### src/rtl/dpm_pkg.sv
// Shared DPM definitions: arbiter state encodings and a constant-width helper.
package dpm_pkg;

  typedef enum logic [1:0] {
    ST_IDLE  = 2'd0,
    ST_RUN   = 2'd1,
    ST_DRAIN = 2'd2
  } state_t;

  function automatic int clog2(input int v);
    int r;
    r = 0;
    while ((1 << r) < v) r++;
    return r;
  endfunction

endpackage

### src/rtl/tag_fifo.sv
// In-order channel-tag FIFO; push ignored when full, pop ignored when empty.
module tag_fifo
  import dpm_pkg::*;
#(
  parameter  int W     = 2,
  parameter  int DEPTH = 8,
  localparam int PW    = clog2(DEPTH)
) (
  input  logic          i_clk,
  input  logic          i_resetn,
  input  logic          i_push,
  input  logic [W-1:0]  i_data,
  input  logic          i_pop,
  output logic [W-1:0]  o_data,
  output logic          o_full,
  output logic          o_empty,
  output logic [PW:0]   o_count
);

  logic [W-1:0]  mem [DEPTH];
  logic [PW-1:0] wr_ptr, rd_ptr;
  logic          push_ok, pop_ok;

  assign o_full  = (o_count == (PW+1)'(DEPTH));
  assign o_empty = (o_count == '0);
  assign push_ok = i_push & ~o_full;
  assign pop_ok  = i_pop & ~o_empty;
  assign o_data  = mem[rd_ptr];

  always_ff @(posedge i_clk or negedge i_resetn) begin
    if (!i_resetn) begin
      wr_ptr  <= '0;
      rd_ptr  <= '0;
      o_count <= '0;
    end else begin
      if (push_ok) wr_ptr <= wr_ptr + PW'(1);
      if (pop_ok)  rd_ptr <= rd_ptr + PW'(1);
      case ({push_ok, pop_ok})
        2'b10:   o_count <= o_count + (PW+1)'(1);
        2'b01:   o_count <= o_count - (PW+1)'(1);
        default: o_count <= o_count;
      endcase
    end
  end

  // Storage carries no reset; pointers alone define validity.
  always_ff @(posedge i_clk) begin
    if (push_ok) mem[wr_ptr] <= i_data;
  end

endmodule

### src/rtl/adder_arbiter.sv
// Round-robin arbiter sharing one adder among NUM_CH requesters, with in-order
// channel tagging of results and an enable-driven IDLE/RUN/DRAIN controller.
module adder_arbiter
  import dpm_pkg::*;
#(
  parameter  int DATA_WIDTH   = 32,
  parameter  int RESULT_WIDTH = 33,
  parameter  int NUM_CH       = 4,
  parameter  int TAG_DEPTH    = 8,
  localparam int CW           = clog2(NUM_CH)
) (
  input  logic                         i_clk,
  input  logic                         i_resetn,
  input  logic                         i_enable,
  input  logic [NUM_CH*DATA_WIDTH-1:0] i_req_data_a,
  input  logic [NUM_CH*DATA_WIDTH-1:0] i_req_data_b,
  input  logic [NUM_CH-1:0]            i_req_valid,
  output logic [NUM_CH-1:0]            o_req_ready,
  output logic [DATA_WIDTH-1:0]        o_add_data_a,
  output logic [DATA_WIDTH-1:0]        o_add_data_b,
  output logic                         o_add_valid,
  input  logic [RESULT_WIDTH-1:0]      i_add_data,
  input  logic                         i_add_valid,
  output logic [RESULT_WIDTH-1:0]      o_res_data,
  output logic [CW-1:0]                o_res_ch,
  output logic                         o_res_valid,
  output logic                         o_busy,
  output logic                         o_err
);

  localparam int PW = clog2(TAG_DEPTH);

  state_t                              state, state_nxt;
  logic [CW-1:0]                       rr_ptr, gnt_idx;
  logic [CW:0]                         cand;
  logic                                found, issue_ok, hs, pop;
  logic [NUM_CH-1:0][DATA_WIDTH-1:0]   req_a, req_b;
  logic                                fifo_full, fifo_empty;
  logic [CW-1:0]                       fifo_tag;
  logic [PW:0]                         fifo_count;

  assign req_a    = i_req_data_a;
  assign req_b    = i_req_data_b;
  assign issue_ok = (state == ST_RUN) & i_enable & ~fifo_full;
  assign hs       = issue_ok & found;
  assign pop      = i_add_valid & ~fifo_empty;
  assign o_busy   = (state != ST_IDLE);

  // First requester at or after rr_ptr, wrapping modulo NUM_CH.
  always_comb begin
    found       = 1'b0;
    gnt_idx     = '0;
    cand        = '0;
    o_req_ready = '0;
    for (int i = 0; i < NUM_CH; i++) begin
      cand = {1'b0, rr_ptr} + (CW+1)'(i);
      if (cand >= (CW+1)'(NUM_CH)) cand = cand - (CW+1)'(NUM_CH);
      if (!found && i_req_valid[cand[CW-1:0]]) begin
        found   = 1'b1;
        gnt_idx = cand[CW-1:0];
      end
    end
    if (issue_ok && found) o_req_ready[gnt_idx] = 1'b1;
  end

  always_comb begin
    state_nxt = state;
    unique case (state)
      ST_IDLE:  if (i_enable) state_nxt = ST_RUN;
      ST_RUN:   if (!i_enable) state_nxt = ST_DRAIN;
      ST_DRAIN: begin
        if (i_enable)                                 state_nxt = ST_RUN;
        else if (fifo_count == '0 && !i_add_valid)    state_nxt = ST_IDLE;
      end
      default:  state_nxt = ST_IDLE;
    endcase
  end

  always_ff @(posedge i_clk or negedge i_resetn) begin
    if (!i_resetn) begin
      state        <= ST_IDLE;
      rr_ptr       <= '0;
      o_add_valid  <= 1'b0;
      o_add_data_a <= '0;
      o_add_data_b <= '0;
      o_res_valid  <= 1'b0;
      o_res_data   <= '0;
      o_res_ch     <= '0;
      o_err        <= 1'b0;
    end else begin
      state       <= state_nxt;
      o_add_valid <= hs;
      if (hs) begin
        o_add_data_a <= req_a[gnt_idx];
        o_add_data_b <= req_b[gnt_idx];
        rr_ptr       <= (gnt_idx == CW'(NUM_CH-1)) ? '0 : gnt_idx + CW'(1);
      end
      o_res_valid <= pop;
      if (pop) begin
        o_res_data <= i_add_data;
        o_res_ch   <= fifo_tag;
      end
      if (i_add_valid && fifo_empty) o_err <= 1'b1;
    end
  end

  tag_fifo #(.W(CW), .DEPTH(TAG_DEPTH)) u_tag_fifo (
    .i_clk    (i_clk),
    .i_resetn (i_resetn),
    .i_push   (hs),
    .i_data   (gnt_idx),
    .i_pop    (pop),
    .o_data   (fifo_tag),
    .o_full   (fifo_full),
    .o_empty  (fifo_empty),
    .o_count  (fifo_count)
  );

endmodule

### config.mk
export PLATFORM = sky130hd
export DESIGN_NAME = adder_arbiter
export DESIGN_NICKNAME = d
export VERILOG_FILES = /design/src/rtl/dpm_pkg.sv /design/src/rtl/tag_fifo.sv /design/src/rtl/adder_arbiter.sv
export SDC_FILE = /design/constraint.sdc
export NUM_CORES = 1
export LEC_CHECK = 0
export BUFFER_PORTS_ARGS = -buffer_cell sky130_fd_sc_hd__buf_2
export CAP_MARGIN = 20
export CORE_AREA = 5 5 154 156
export DETAILED_ROUTE_END_ITERATION = 6
export DIE_AREA = 0 0 159 161
export PLACE_DENSITY_LB_ADDON = 0.1
export SLEW_MARGIN = 15
export SYNTH_ARGS = -nofsm -noshare
export SYNTH_HDL_FRONTEND = slang
export SYNTH_HIERARCHICAL = 1
export SYNTH_SLANG_ARGS = --single-unit
export TNS_END_PERCENT = 100
### constraint.sdc
create_clock -name i_clk -period 9.6 [get_ports i_clk]
set_input_delay 2.88 -clock i_clk [delete_from_list [all_inputs] [get_ports i_clk]]
set_output_delay 2.88 -clock i_clk [all_outputs]
set_load 0.02 [all_outputs]
== Word-level counts from Yosys, hierarchy flattened ==
Memory sizes are Yosys's and may differ from the RTL's. A register that Yosys moved wholly into a read port is not among the register bits.
Index checks and enable logic that the tools add are counted.
Storage, ports and cells
  flip-flop bits (word level): 114
  bits in writable memories: 16
  bits of input ports: 297
  output and inout port bits: 107
  logic and storage cells: 104
  memories: 1
Cells by class
  add/sub/neg operators: 12
  magnitude comparators: 10
  eq/ne operators: 9
  multiplexer cells: 36
  bitwise operators: 8
  reduce and logical (&&, ||, !) cells: 17
Memory list
  u_tag_fifo.mem: depth 8, width 2, read ports 1, clocked after memory_dff 1, wr ports 1, RTL line tag_fifo.sv:20  | logic [W-1:0] mem [DEPTH];
Operators with widths (count)
  32-bit binary-select mux with 2-bit select: 2
  32-bit 2-to-1 mux: 2
  2-bit 2-to-1 mux: 13
  2-bit by 3-bit < comparator with 1-bit output, second input constant: 5
  1-bit 2-to-1 mux: 11
  3-bit greater-or-equal comparator, second input constant: 3
  1-bit binary-select mux with 2-bit select: 4
  4-bit one-hot mux with 2 select lines: 1
  2-bit by 1-bit subtractor with 2-bit output, second input constant: 4
  1-bit logical AND: 7
  2-bit by 2-bit adder with 3-bit output, second input constant: 2
  3-bit by 1-bit adder with 3-bit output, second input constant: 2
  1-bit bitwise AND: 6
  2-bit == test, second input constant: 3
  2-bit one-hot mux with 3 select lines: 1
  1-bit logical NOT: 5
  4-bit by 1-bit adder with 4-bit output, second input constant: 1
  2-bit by 1-bit == test with 1-bit output, second input constant: 2
  4-bit == test, second input constant: 1
  4-bit logical NOT: 1
  4-bit 2-to-1 mux: 1
  2-bit inequality test, second input constant: 2
  2-bit nonzero test: 2
  4-bit by 1-bit subtractor with 4-bit output, second input constant: 1
  other kinds (9): 10

== Logic depth before layout (Yosys ltp) ==
Gate-level depths: netlist (run 1).
  depth in word-level cells: 19
  mapped depth: 12
  gate-level depth less buffers: 11

== Modules after synthesis ==
Netlist (run 1), hierarchy kept.
By module, submodules not included
  adder_arbiter: instances 1, cells each 476, area an instance 5621.6 um^2, seq. area each 2652.5 um^2
  tag_fifo: instances 1, cells each 90, area an instance 1273.7 um^2, seq. area each 730.7 um^2

== Least setup slack after synthesis (run 1) ==
No wires, ideal clock.
  path kind: input port to output port
  start point: input port i_req_valid[0]
  end point: output port o_req_ready[2]
  arrival time: 4089 ps
  data required time: 6720 ps
  slack: 2631 ps
  stages: 8
  buffers on the path: 3
  cells stage by stage: a21o_1 -> a21oi_2 -> o22a_1 -> buf_4 -> buf_8 -> buf_6 -> inv_1 -> nor2_1
Between the ends
  word-level cells in the longest chain between the ends: 17
  elaborated cells on any way between the ends: 29
  those cells by class: 2 x order compare; 19 x mux; 8 x reduce/logical
Ends and longest elaborated chain
  from (decl): RTL line adder_arbiter.sv:17  | input logic [NUM_CH-1:0] i_req_valid,
  1-bit binary-select mux with 2-bit select: RTL line adder_arbiter.sv:58  | if (!found && i_req_valid[cand[CW-1:0]]) begin
  1-bit 2-to-1 mux (implied by the code): RTL line adder_arbiter.sv:58
  1-bit 2-to-1 mux: RTL line adder_arbiter.sv:58
  1-bit logical NOT: RTL line adder_arbiter.sv:58
  1-bit logical AND: RTL line adder_arbiter.sv:58
  1-bit 2-to-1 mux: RTL line adder_arbiter.sv:58
  1-bit logical NOT: RTL line adder_arbiter.sv:58
  1-bit logical AND: RTL line adder_arbiter.sv:58
  (+2 left out)
  1-bit logical AND: RTL line adder_arbiter.sv:58
  2-bit 2-to-1 mux *: RTL line adder_arbiter.sv:58
  via gnt_idx[1]: RTL line adder_arbiter.sv:34  | logic [CW-1:0] rr_ptr, gnt_idx;
  2-bit by 3-bit < comparator with 1-bit output (implied by the code) or 2-bit by 1-bit greater-or-equal comparator with 1-bit output (tied branches): RTL line adder_arbiter.sv:63  | if (issue_ok && found) o_req_ready[gnt_idx] = 1'b1;
  1-bit logical AND (implied by the code): RTL line adder_arbiter.sv:63
  1-bit 2-to-1 mux (implied by the code): RTL line adder_arbiter.sv:63
  1-bit demux with 2-bit select *: RTL line adder_arbiter.sv:63
  4-bit 2-to-1 mux *: RTL line adder_arbiter.sv:63
  to (decl): RTL line adder_arbiter.sv:18  | output logic [NUM_CH-1:0] o_req_ready,
Mark *: on every way through the listed nets, which the timed path passes. The rest lies on a longest branch. The select of a mux whose other input is x is not followed.

== Worst setup path in the final report (run 1) ==
  start point: input port i_req_valid[0]
  end point: output port o_req_ready[2]
Between the ends
  word-level cells in the longest chain between the ends: 17
  elaborated cells on any way between the ends: 29
  those cells by class: 2 x order compare; 19 x mux; 8 x reduce/logical
Ends and longest elaborated chain (RTL line)
  1-bit binary-select mux with 2-bit select: adder_arbiter.sv:58
  1-bit 2-to-1 mux (implied by the code): adder_arbiter.sv:58
  1-bit 2-to-1 mux: adder_arbiter.sv:58
  1-bit logical NOT: adder_arbiter.sv:58
  1-bit logical AND: adder_arbiter.sv:58
  1-bit 2-to-1 mux: adder_arbiter.sv:58
  1-bit logical NOT: adder_arbiter.sv:58
  1-bit logical AND: adder_arbiter.sv:58
  1-bit 2-to-1 mux: adder_arbiter.sv:58
  1-bit logical NOT: adder_arbiter.sv:58
  1-bit logical AND: adder_arbiter.sv:58
  2-bit 2-to-1 mux: adder_arbiter.sv:58
  2-bit by 3-bit < comparator with 1-bit output (implied by the code) or 2-bit by 1-bit greater-or-equal comparator with 1-bit output (tied branches): adder_arbiter.sv:63
  1-bit logical AND (implied by the code): adder_arbiter.sv:63
  1-bit 2-to-1 mux (implied by the code): adder_arbiter.sv:63
  1-bit demux with 2-bit select: adder_arbiter.sv:63
  4-bit 2-to-1 mux *: adder_arbiter.sv:63
Mark *: on every way between the ends. The rest lies on a longest branch, timed or not. The select of a mux whose other input is x is not followed.

==> results_dict.tcl, run 1 <==
set metrics [dict create \
    cp.arrival_ns 4.25 \
    clockPowerShare_pct 23.4 \
    cts_hold_buf 0 \
    grt_pass1_wl_mm 36.55 \
    p_switching_w 0.001122 \
    fin_crit_ns 7.129 \
    ctsRootBufferMaster "clkbuf_16" \
    finalWeightedCongestion 0.7437 \
    power_density_mw_per_mm2 290.3 \
    placed_cells 1217 \
    synth_cells 566 \
    hold_viol_final 0 \
    htree_num_levels 4 \
    clkLatencyLatePin_ns 0.41 \
    nFillCells 2186 \
    period_share_pct 74.26 \
    cts_buffers 17 \
    synth-edff-count 16 \
    cts_resized 0 \
    ys_ff_latch 132 \
    relSlewSlack_pct 33.93 \
    port_buffers 403 \
    hpwl_mm 18.45 \
    finalSetupTns_ns 0 \
    clk_pin_slew_ns 0.06 \
    async_flop_share_pct 87.88 \
    path_class "input pin to output pin" \
    nets 1256 \
    holdPathStages 1 \
    vias 5998 \
    power_w 0.002820 \
    core_area_mm2 0.02223 \
    drv_cap 0 \
    synth_nets 870 \
    holdCritPathClass "register to register" \
    syn_area_mm2 0.006895 \
    start_kind "input pin" \
    wirelength_mm 24.03 \
    cts_tree "built" \
    cp.required_ns 6.72 \
    synthFlopType "dfrtp_1" \
    final_util_pct 43.70 \
    p_int_w 0.001698 \
    rsz0062_at_grt "no" \
    die_w_um 159 \
    synth.distinct_cells 46 \
    wl_per_cell_um 19.18 \
    start_util_pct 31.02 \
    die_area_mm2 0.02560 \
    cp-end-kind "output pin" \
    fin_hold_ws_ns 0.4728 \
    gr-total-overflow 0 \
    p_leak_nw 4.928 \
    irDropWorstVdd_uv 108.5 \
    fin_cells 1253 \
    area_growth_pct 40.88 \
    grt_max_degree 76 \
    clk_path_buf_depth 2 \
    ios 404 \
    grt.total_usage_pct 18.06 \
    max_clock_freq_ghz 0.1403 \
    first_pass_iters 4 \
    slew_viol_final 0 \
    antenna_found_initial 5 \
    tightestPinTransition_ns 0.9911 \
    drt_iter0_markers 248 \
    grt_pass1_vias 6395 \
    die_h_um 161 \
    ys_seq_area_share_pct 49.07 \
    finClkSkew_ns 0.008763 \
    cts_sinks 132 \
    syn_avg_cell_area_um2 12.18 \
    status "finished clean" \
    rows 55 \
    switching_share_pct 39.77 \
    route.detailed.drc 0 \
    p_comb_share_pct 43.6 \
    critical_path.max_fanout 35 \
    drive_gt1_share_pct 51.50 \
    postCtsSetupBuffers 0 \
    via_per_inst 4.787 \
    ant_nets 0 \
    r2r_cells 7 \
    yosysWarnings 6 \
    seqPwrFrac_pct 32.9 \
    finalSetupViolCount 0 \
]
layout make-up:
cell class	instances	area, um2	share of cell area, %
Sequential cell	132	3383	34.83
Antenna cell	3	7.507	0.07728
Inverter	11	41.29	0.4250
Multi-Input combinational cell	380	3233	33.28
Timing Repair Buffer	410	2092	21.54
Clock buffer	20	456.7	4.701
Tap cell	285	356.6	3.671
Clock inverter	12	143.9	1.481
placed cells by master (no fill, tap or decap), drive strengths merged, types with 3 or more instances in the layout:
cell | netlist | layout
inv | 11 | 17
buf | 34 | 410
edfxtp | 16 | 16
mux2 | 39 | 39
nor2 | 7 | 7
clkbuf | 9 | 20
nor3 | 6 | 6
diode | 0 | 3
nand2b | 5 | 5
clkinv | 0 | 4
o221ai | 64 | 64
nand2 | 77 | 77
xnor2 | 5 | 5
dfrtp | 116 | 116
ha | 6 | 6
mux2i | 129 | 129
nand3 | 4 | 4
mux4 | 4 | 4
nor3b | 3 | 3
a21oi | 5 | 5
routing by layer:
metal  vias to the layer above  part of all wire (%)  GRT usage, %
li1                       2902                     -             -
met1                      2818                    39         20.71
met2                       247                    52         31.95
met3                        29                   7.0         5.716
met4                         2                   2.4         6.088
met5                         -                 0.075             0
synthesized netlist by cell type, types with 2 or more instances:
library cell,instances,area (um2)
nor4_1,2,12.51
mux4_2,4,90.09
buf_6,9,101.4
o41ai_2,2,32.53
o221ai_1,64,560.5
and2_1,2,12.51
buf_1,4,15.01
ha_1,6,75.07
buf_4,2,15.01
xnor2_1,5,43.79
buf_2,18,90.09
nor2_1,7,26.28
edfxtp_1,16,480.5
a21oi_1,4,20.02
mux2i_1,129,1291
nand3_1,4,20.02
inv_1,11,41.29
dfrtp_1,116,2903
nor3b_1,3,22.52
nor3_1,6,30.03
nand2_1,76,285.3
nand2b_1,5,31.28
clkbuf_1,9,33.78
mux2_2,38,427.9
a21o_1,2,15.01
o22a_1,2,17.52
power groups by stage:
stage / clock network [W] / registers, W / logic, W
finish: 0.000661 / 0.000928 / 0.00123
global route: 0.000707 / 0.000958 / 0.00133
CTS: 0.000680 / 0.000929 / 0.00125
detailed placement: 0 / 0.000934 / 0.00125
global placement: 0 / 0.000932 / 0.00125
floorplan: 0 / 0.00114 / 0.000614
per-stage QoR:
| stage | area (um2) | setup slack, ns |
|---|---|---|
| finish | 9714 | 2.471 |
| global route | 9712 | 2.333 |
| CTS | 9679 | 2.455 |
| detailed placement | 9079 | 2.457 |
| global placement | 9079 | 2.441 |
| floorplan | 6895 | 2.631 |
state kept, by name, indices dropped and copies added (netlist names):
register and flops:
o_add_data_a 32, o_add_data_b 32, o_add_valid 1, o_err 1, o_res_ch 2, o_res_data 33
o_res_valid 1, rr_ptr 2, state 2, u_tag_fifo/mem 16, u_tag_fifo/o_count 4, u_tag_fifo/rd_ptr 3
u_tag_fifo/wr_ptr 3
kinds of logic (layout without fill, tap and decap cells):
kind of cell,after synthesis,after routing,share of synthesized area [%]
muxes,172,172,26.46
DFF,132,132,49.07
and+or+nand+nor,112,112,7.367
AOI/OAI and AO/OA,83,83,10.45
buffers and inverters,54,453,4.518
adders and majority gates,7,7,1.379
xor gates and xnor gates,6,6,0.7621
other,0,3,0
worst max-delay path, cell delays in order:
cell	delay, ns
buf_2	0.14
a21o_1	0.19
a21oi_2	0.17
o22a_4	0.51
inv_1	0.08
nor2_1	0.10
buf_2	0.16
worst paths after layout:
path / end / start / slack, ns
max reg2reg: o_add_data_a[7] / rr_ptr[1] / 5.89
min reg2reg: o_err / o_err / 0.47
max: o_req_ready[2] / i_req_valid[0] / 2.47
min in group asynchronous: o_res_data[4] / i_resetn / 2.44
min: o_err / o_err / 0.47
max in group asynchronous: o_add_data_b[30] / i_resetn / 5.80
(Power assumes the default switching activity.)
==> run 2, diff against run 1 <==
--- a/config.mk
+++ b/config.mk
@@ -7,9 +7,9 @@
 export LEC_CHECK = 0
 export BUFFER_PORTS_ARGS = -buffer_cell sky130_fd_sc_hd__buf_2
 export CAP_MARGIN = 20
-export CORE_AREA = 5 5 154 156
+export CORE_AREA = 5 5 156 158
 export DETAILED_ROUTE_END_ITERATION = 6
-export DIE_AREA = 0 0 159 161
+export DIE_AREA = 0 0 161 163
 export PLACE_DENSITY_LB_ADDON = 0.1
 export SLEW_MARGIN = 15
 export SYNTH_ARGS = -nofsm -noshare
==> constraint.sdc (replaced) <==
create_clock -name i_clk -period 6.8 [get_ports i_clk]
set_input_delay 2.04 -clock i_clk [delete_from_list [all_inputs] [get_ports i_clk]]
set_output_delay 2.04 -clock i_clk [all_outputs]
set_load 0.02 [all_outputs]
==> run 2 against run 1 <==
  * Routed wire length is 3.2% higher
  * Core utilization fell by 1.5 points
  * Worst hold slack got worse by 0.0066 ns
  * Via count up 1.1%
  * First-iteration DRC count rose by 27%
  * Design area is essentially flat
  * Register-to-register slack got worse by 2.7 ns
  * Global-route usage is 0.25 points higher
  * Clock skew down 0.0021 ns
  * Critical path type unchanged
==> results_dict.tcl, run 2 (synthesis results as in run 1) <==
set metrics [dict create \
    power_density_mw_per_mm2 409.8 \
    ant_nets 0 \
    tightestPinTransition_ns 0.9733 \
    max_stage_delay_ns 0.35 \
    ios 404 \
    core_area_mm2 0.02298 \
    final_common_cell "buf_2" \
    path_class "input pin to output pin" \
    top_regs "o_res_data x33, o_add_data_a x32, o_add_data_b x32" \
    rsz0062_at_grt "no" \
    irDropWorstVdd_uv 133.3 \
    wirelength_mm 24.79 \
    grt.total_usage_pct 18.31 \
    hpwl_mm 18.83 \
    cp.required_ns 4.76 \
    p_int_w 0.002377 \
    final_cell_mix "402 x buf_2, 129 x mux2i_1, 116 x dfrtp_1" \
    first_pass_iters 4 \
    worstPathCellList "buf_2 > a21o_1 > a21oi_2 > o22a_4 > inv_1 > nor2_1 > buf_2" \
    vias 6065 \
    placed_cell_area_mm2 0.009107 \
    cts_hold_buf 0 \
    slew_viol_final 0 \
    wl_per_cell_um 19.71 \
    cts_tree "built" \
    postCtsSetupBuffers 0 \
    dp_slack_ns 1.529 \
    largest_register "o_res_data" \
    port_buffers 403 \
    max_clock_freq_ghz 0.1893 \
    cts_buffers 17 \
    largest_register_ffs 33 \
    antenna_found_initial 5 \
    path_buf_inv 3 \
    via_per_inst 4.821 \
    fin_area_mm2 0.009707 \
    start_util_pct 30.00 \
    relSlewSlack_pct 35.11 \
    switching_share_pct 40.24 \
    clk_path_buf_depth 2 \
    nets 1258 \
    grt_pass1_vias 6354 \
    clockPowerShare_pct 23.6 \
    grt_pass1_wl_mm 36.78 \
    die_area_mm2 0.02624 \
    fin_crit_ns 5.282 \
    finalSetupTns_ns 0 \
    finClkSkew_ns 0.006657 \
    setup_slack_ns 1.518 \
    clk_pin_slew_ns 0.06 \
    drt_iter0_markers 314 \
    clkLatencyLatePin_ns 0.41 \
    holdCritPathClass "register to register" \
    die_w_um 161 \
    finalSetupViolCount 0 \
    cp.arrival_ns 3.24 \
    start_kind "input pin" \
    cp_slowest_cell "o22a_4" \
    p_switching_w 0.001600 \
    gr-total-overflow 0 \
    cts_resized 0 \
    grt_max_degree 73 \
    p_comb_share_pct 43.5 \
    cp-end-kind "output pin" \
    critical_path.max_fanout 19 \
    period_share_pct 77.68 \
    drv_cap 0 \
    cpMostUsedCell "buf_2" \
    cts_sinks 132 \
    hold_viol_final 0 \
    finalWeightedCongestion 0.7655 \
    area_growth_pct 40.77 \
    drive_gt1_share_pct 51.60 \
    p_leak_nw 4.911 \
    htree_num_levels 4 \
    nFillCells 2247 \
    reg2reg_slack_ns 3.19 \
    die_h_um 163 \
    rows 56 \
    status "finished clean" \
    route.detailed.drc 0 \
    path_delay_family "compound AO/OA/AOI/OAI gates" \
    ctsRootBufferMaster "clkbuf_16" \
    seqPwrFrac_pct 32.9 \
]
[run 2: changes by cell type in the layout (fill, tap and decap cells not counted), sizes merged]
cell      before  now
buf          410  412
inv           17   19
clkinvlp       0    4
clkbuf        20   18
diode          3    1
clkinv         4    0
[run 2: layout make-up]
cell class                      count  area [um2]  area share, %
Tap cell                          290       362.8          3.738
Clock buffer                       18       429.2          4.421
Inverter                           11       41.29         0.4254
Clock inverter                     14       167.7          1.727
Sequential cell                   132        3383          34.85
Timing Repair Buffer              412        2087          21.50
Antenna cell                        1       2.502        0.02578
Multi-Input combinational cell    380        3233          33.31
[run 2: worst paths after layout]
check,from,to,cells past startpoint
setup / recovery,i_req_valid[0],o_req_ready[2],7
hold / removal,o_err,o_err,1
setup reg to reg,u_tag_fifo/o_count[0],u_tag_fifo/o_count[3],11
hold reg to reg,o_err,o_err,1
max in group asynchronous,i_resetn,o_add_data_a[3],2
min in group asynchronous,i_resetn,state[1],1
[run 2: worst reg2reg max path, delay by kind of cell, from the launching register on]
family	cells	cell delay, ns
simple gates	4	1.74
fa+ha+maj	2	0.67
flops	1	0.47
buf+inv	2	0.31
compound gates	3	0.30
[run 2: power groups by stage]
| stage | sequential (W) | clock (W) | combinational [W] |
|---|---|---|---|
| 3_3_place_gp | 0.00132 | 0 | 0.00176 |
| 2_1_floorplan | 0.00161 | 0 | 0.000867 |
| 6_report | 0.00131 | 0.000939 | 0.00173 |
| 4_1_cts | 0.00131 | 0.000970 | 0.00176 |
| 5_1_grt | 0.00136 | 0.00101 | 0.00188 |
| 3_5_place_dp | 0.00132 | 0 | 0.00176 |
[run 2: per-layer routing]
layer	track usage, %	wire length [um]	vias up
met5	0	14	-
met3	5.189	1653	37
met4	6.010	584	4
met1	21.71	9719	2830
li1	-	-	2912
met2	32.14	12820	282
[run 2: stage by stage]
| stage | std cells | util, % | power (W) | hold slack [ns] |
|---|---|---|---|---|
| finish | 1258 | 42.24 | 0.003978 | 0.4661 |
| global route | 1258 | 42.24 | 0.004241 | 0.4982 |
| CTS | 1257 | 42.23 | 0.004047 | 0.4791 |
| detailed placement | 1225 | 39.63 | 0.003084 | 0.4646 |
| global placement | 1225 | 39.63 | 0.003084 | 0.4437 |
| floorplan | 566 | - | 0.002482 | 0.4815 |
